===== src/rtl/serial_tcmp_multi_pkg.sv =====
// Shared numerics for the serial two's complementer: default geometry and FSM encoding.
package serial_tcmp_multi_pkg;

    localparam int DEF_WIDTH = 8;
    localparam int DEF_CH    = 4;

    typedef enum logic {
        IDLE = 1'b0,
        RUN  = 1'b1
    } state_t;

endpackage


===== src/rtl/serial_tcmp_lane.sv =====
// One bit-serial two's complement lane: "seen a 1" flag, registered output, optional overflow flag.
// Overflow logic is built only when OVF_DETECT_EN is defined.
module serial_tcmp_lane (
    input  logic clk,
    input  logic rst,
    input  logic start,
    input  logic neg_eff,
    input  logic active,
    input  logic last_bit,
    input  logic a
`ifdef OVF_DETECT_EN
    ,
    output logic ovf
`endif
    ,
    output logic s
);

    logic z;
    logic z_eff;

    // A start cycle is bit 0 of a fresh word, so the history is ignored.
    assign z_eff = start ? 1'b0 : z;

    always_ff @(posedge clk or posedge rst) begin
        if (rst) begin
            s <= 1'b0;
            z <= 1'b0;
        end else begin
            s <= active & (a ^ (z_eff & neg_eff));
            z <= active & (z_eff | a);
        end
    end

`ifdef OVF_DETECT_EN
    // MSB is 1 with no earlier 1: negating -2^(WIDTH-1), which wraps to itself.
    always_ff @(posedge clk or posedge rst) begin
        if (rst) begin
            ovf <= 1'b0;
        end else begin
            ovf <= last_bit & neg_eff & a & ~z;
        end
    end
`endif

endmodule


===== src/rtl/serial_tcmp_multi.sv =====
// Multi-lane word-framed serial two's complementer: shared framing FSM plus CH serial lanes.
// Define OVF_DETECT_EN to add the per-lane ovf output.
module serial_tcmp_multi
    import serial_tcmp_multi_pkg::*;
#(
    parameter int WIDTH = DEF_WIDTH,
    parameter int CH    = DEF_CH
) (
    input  logic          clk,
    input  logic          rst,
    input  logic          start,
    input  logic [CH-1:0] neg_en,
    input  logic [CH-1:0] a,
    output logic [CH-1:0] s,
    output logic          valid,
    output logic          last,
`ifdef OVF_DETECT_EN
    output logic [CH-1:0] ovf,
`endif
    output logic          busy
);

    localparam int CW = $clog2(WIDTH);
    localparam logic [CW-1:0] LAST_CNT = CW'(WIDTH - 1);

    state_t        state;
    state_t        state_nx;
    logic [CW-1:0] cnt;
    logic [CW-1:0] cnt_nx;
    logic [CH-1:0] neg_q;
    logic          in_run;
    logic          msb_bit;
    logic          active;

    assign in_run  = (state == RUN);
    assign msb_bit = in_run && (cnt == LAST_CNT) && !start;
    assign active  = start | in_run;
    assign busy    = in_run;

    // start wins over everything, including the MSB cycle of the current word.
    always_comb begin
        state_nx = state;
        cnt_nx   = cnt;
        if (start) begin
            state_nx = RUN;
            cnt_nx   = CW'(1);
        end else if (in_run) begin
            if (cnt == LAST_CNT) begin
                state_nx = IDLE;
                cnt_nx   = '0;
            end else begin
                cnt_nx = cnt + CW'(1);
            end
        end else begin
            cnt_nx = '0;
        end
    end

    always_ff @(posedge clk or posedge rst) begin
        if (rst) begin
            state <= IDLE;
            cnt   <= '0;
            neg_q <= '0;
            valid <= 1'b0;
            last  <= 1'b0;
        end else begin
            state <= state_nx;
            cnt   <= cnt_nx;
            if (start) begin
                neg_q <= neg_en;
            end
            valid <= active;
            last  <= msb_bit;
        end
    end

    for (genvar i = 0; i < CH; i++) begin : g_lane
        serial_tcmp_lane u_lane (
            .clk      (clk),
            .rst      (rst),
            .start    (start),
            .neg_eff  (start ? neg_en[i] : neg_q[i]),
            .active   (active),
            .last_bit (msb_bit),
            .a        (a[i]),
`ifdef OVF_DETECT_EN
            .ovf      (ovf[i]),
`endif
            .s        (s[i])
        );
    end

endmodule


===== config.mk =====
export PLATFORM = sky130hd
export DESIGN_NAME = serial_tcmp_multi
export DESIGN_NICKNAME = d
export VERILOG_FILES = /design/src/rtl/serial_tcmp_multi_pkg.sv /design/src/rtl/serial_tcmp_lane.sv /design/src/rtl/serial_tcmp_multi.sv
export SDC_FILE = /design/constraint.sdc
export NUM_CORES = 1
export LEC_CHECK = 0
export CAP_MARGIN = 10
export CORE_ASPECT_RATIO = 0.9
export CORE_MARGIN = 5
export CORE_UTILIZATION = 30
export CTS_CLUSTER_SIZE = 14
export DETAILED_ROUTE_END_ITERATION = 12
export GPL_TIMING_DRIVEN = 0
export SYNTH_ARGS = -nofsm -noshare
export SYNTH_HDL_FRONTEND = slang
export SYNTH_SLANG_ARGS = --single-unit

===== constraint.sdc =====
create_clock -name clk -period 1.9 [get_ports clk]
set_input_delay 0.38 -clock clk [delete_from_list [all_inputs] [get_ports clk]]
set_output_delay 0.38 -clock clk [all_outputs]
set_load 0.01 [all_outputs]

==> metrics.md <==
| Metric | Value |
|---|---|
| Status | `complete, no violations` |
| Most common cell after layout, fill and taps aside | `dfrtp_1` |
| Routability cong. | `between 0.7 and 0.8` |
| Setup bufs post-CTS | `0` |
| Placeable Area | `2490 µm²` |
| Final setup fails | `0` |
| Critical Path AT | `1.43 ns` |
| Critical Path Fanout Max | `8` |
| Clock buffer depth | `2` |
| Max-cap violations | `0` |
| Sequential share of the synthesized area | `0.568` |
| 1st-iter DRT viols | `12` |
| Final ANT Viol Nets | `0` |
| Clk network pwr share | `0.241` |
| Drt pass-1 iters | `4` |
| Port buffer count | `17` |
| Die ar. | `3770 µm²` |
| Hold WC Path Type | `in2async` |
| Vias in the first global route | `approximately 540` |
| Worst R2R Path Depth | `4` |
| Post-Syn Area per Cell | `11.7 µm²` |
| Initial Util | `0.319` |
| Filler cells | `250` |
| Skew final | `0.00264 ns` |
| Switching pwr | `198 µW` |
| Pwr/cell area | `766 nW/µm²` |
| NumNets Final | `103` |
| End of the worst register-to-register path | `cnt[0]` |
| Part of the power in combinational logic | `0.193` |
| Crit-path cells | `clkdlybuf4s50_1` |
| WP data required | `1.52 ns` |
| Skew-Pair Late Insertion Delay | `0.29 ns` |
| CP top delay family | `buffers and inverters` |
| PostCTS Resize Cnt | `0` |
| Post-synthesis mux area share | `0.0568` |
| Post-Synth Simple-Gate Area | `0.191` |
| Placed Area | `between 900 and 1000 µm²` |
| Crit path time final | `between 1.5 and 2 ns` |
| Int Pwr | `584 µW` |
| DR vias | `550` |
| Final Hold Vio Count | `0` |
| TNS Setup | `0 ns` |
| Drt wl/cell | `11.9 µm` |
| Setup CP Type | `reg2out` |
| CTS buffer count | `3` |
| Total clock sinks | `18` |
| # diodes | `0` |
| Number of synthesized register bits | `18` |
| H-tree levels | `1` |
| RSZ-0062 raised after global routing | `false` |
| Area Overhead vs Synth | `28.7%` |
| Tcrit/Tclk final | `0.953` |
| DP Wirelength | `between 1000 and 1500 µm` |
| Root Buffer | `clkbuf_4` |
| CP max-delay cell | `clkdlybuf4s50_1` |
| Clock slew at reported path FFs | `~0.1 ns` |
| Peak supply drop | `between 0.4 and 0.5 mV` |
| CP endpoint kind | `output pin` |
| Max-slew headroom | `0.539` |
| Layout cells sized above 1 | `0.273` |
| Max-slew violations | `0` |
| Hold Buf Count CTS | `0` |
| Total global-route track usage | `0.0815` |
| CP max stage delay | `~0.60 ns` |
| Die W | `64.2 µm` |
| R2r startpoint | `cnt[0]` |
| Switching share of total power | `0.253` |
| Static Leak | `approximately 0.45 nW` |
| Post-synthesis xor/xnor area fraction | `0` |
| CTS tree | `yes` |
| Ys Warns | `0` |
| Fmax | `552 MHz` |
| Post-Synth Adder-Cell Area | `0.0315` |
| CP Launch Type | `register` |
| Initial antenna violation count | `0` |
| I/O Pins | `18` |
| Die height | `roughly 59 µm` |
| Routed Wire Length | `1380 µm` |
| Grt total ovfl | `0` |
| Post-Syn Area | `approximately 790 µm²` |
| Largest net degree at the start of global routing | `19` |
| First-pass GRT wire length | `between 2000 and 2500 µm` |
| Synthesized net count | `between 80 and 90` |
| Crit path buffers/inverters | `1` |
| R2R Setup Slk | `0.75 ns` |
| Synthesized instance count | `68` |
| Largest family of logic cells by synthesized area | `simple AND/OR/NAND/NOR gates` |
| Flop pwr share | `0.566` |
| # DRC | `0` |
| Final Cell Area | `1020 µm²` |
| Compound-gate portion of the synthesized area | `0.0946` |
| Most frequent cells in the layout | `dfrtp_1, clkdlybuf4s50_1, nand2_1` |
| Overall Power | `782 µW` |
| Worst Tran Pin Value | `slightly below 0.7 ns` |
| Vias per cell | `4.74` |
| Row count | `17` |
| Yosys cell types | `16` |
-- registers in the layout, indices dropped and copies added (netlist names) --
signal           cells
g_lane.u_lane.z      4
busy                 1
g_lane.u_lane.s      4
cnt                  3
last                 1
neg_q                4
valid                1
-- synthesized netlist by cell type --
master,instances,area [µm²]
nor2_1,5,18.8
buf_2,1,5.00
buf_4,4,30.0
dfrtp_1,18,450
nand3_1,4,20.0
a21oi_1,4,20.0
o21ai_0,1,5.00
mux2_2,4,45.0
and2b_4,1,10.0
nand2b_1,1,6.26
ha_1,2,25.0
o211ai_2,4,50.1
inv_1,3,11.3
and2_2,3,22.5
nand2_1,9,33.8
nand3_2,4,40.0
-- layout make-up --
type	count	area, µm²	area share
Tap cell	28	35.0	0.0343
Timing Repair Buffer	17	170	0.167
Multi-Input combinational cell	42	297	0.290
Inverter	3	11.3	0.0110
Sequential cell	18	450	0.441
Clock buffer	3	22.5	0.0221
Buffer	5	35.0	0.0343
-- power groups by stage --
stage | sequential, mW | combinational (mW) | clock (mW)
6_report | 0.443 | 0.151 | 0.188
5_1_grt | 0.448 | 0.170 | 0.208
3_3_place_gp | 0.450 | 0.152 | 0
2_1_floorplan | 0.447 | 0.0916 | 0
3_5_place_dp | 0.451 | 0.154 | 0
4_1_cts | 0.443 | 0.155 | 0.197
-- worst max path at each step --
stage,start,endpoint,depth (start not counted)
6_report,busy,busy,1
5_1_grt,busy,busy,1
4_1_cts,busy,busy,1
3_3_place_gp,start,g_lane[1].u_lane.z,5
2_1_floorplan,cnt[0],cnt[2],3
3_5_place_dp,start,g_lane[1].u_lane.z,5
-- per-layer routing --
layer,GRT usage,part of all wire
met5,0,0
met2,0.132,0.46
met1,0.101,0.47
met4,0.00872,0
met3,0.0420,0.072
-- logic make-up after synthesis --
| logic type | count (synthesis) |
|---|---|
| buffers and inverters | 8 |
| AO/OA/AOI/OAI | 9 |
| AND/OR/NAND/NOR | 27 |
| flip-flops | 18 |
| multiplexers | 4 |
| adder cells (fa/ha/maj) | 2 |
-- worst register-to-register path, cell delays in order, from the launching register on --
cell      delay (ns)
dfrtp_1         0.40
ha_1            0.20
ha_1            0.18
nand2b_1        0.15
o21ai_0         0.15
-- per-stage QoR --
step / setup slack [ns] / hold WS [ns] / util / std cells
after floorplan: 0.832 / 0.319 / - / 68
after global placement: 0.329 / 0.468 / 0.401 / 113
after detailed placement: 0.299 / 0.472 / 0.401 / 113
after CTS: 0.0788 / 0.484 / 0.410 / 116
after global routing: 0.0389 / 0.533 / 0.410 / 116
final: 0.0891 / 0.486 / 0.410 / 116
No activity file was read; power rests on OpenSTA's default activity.
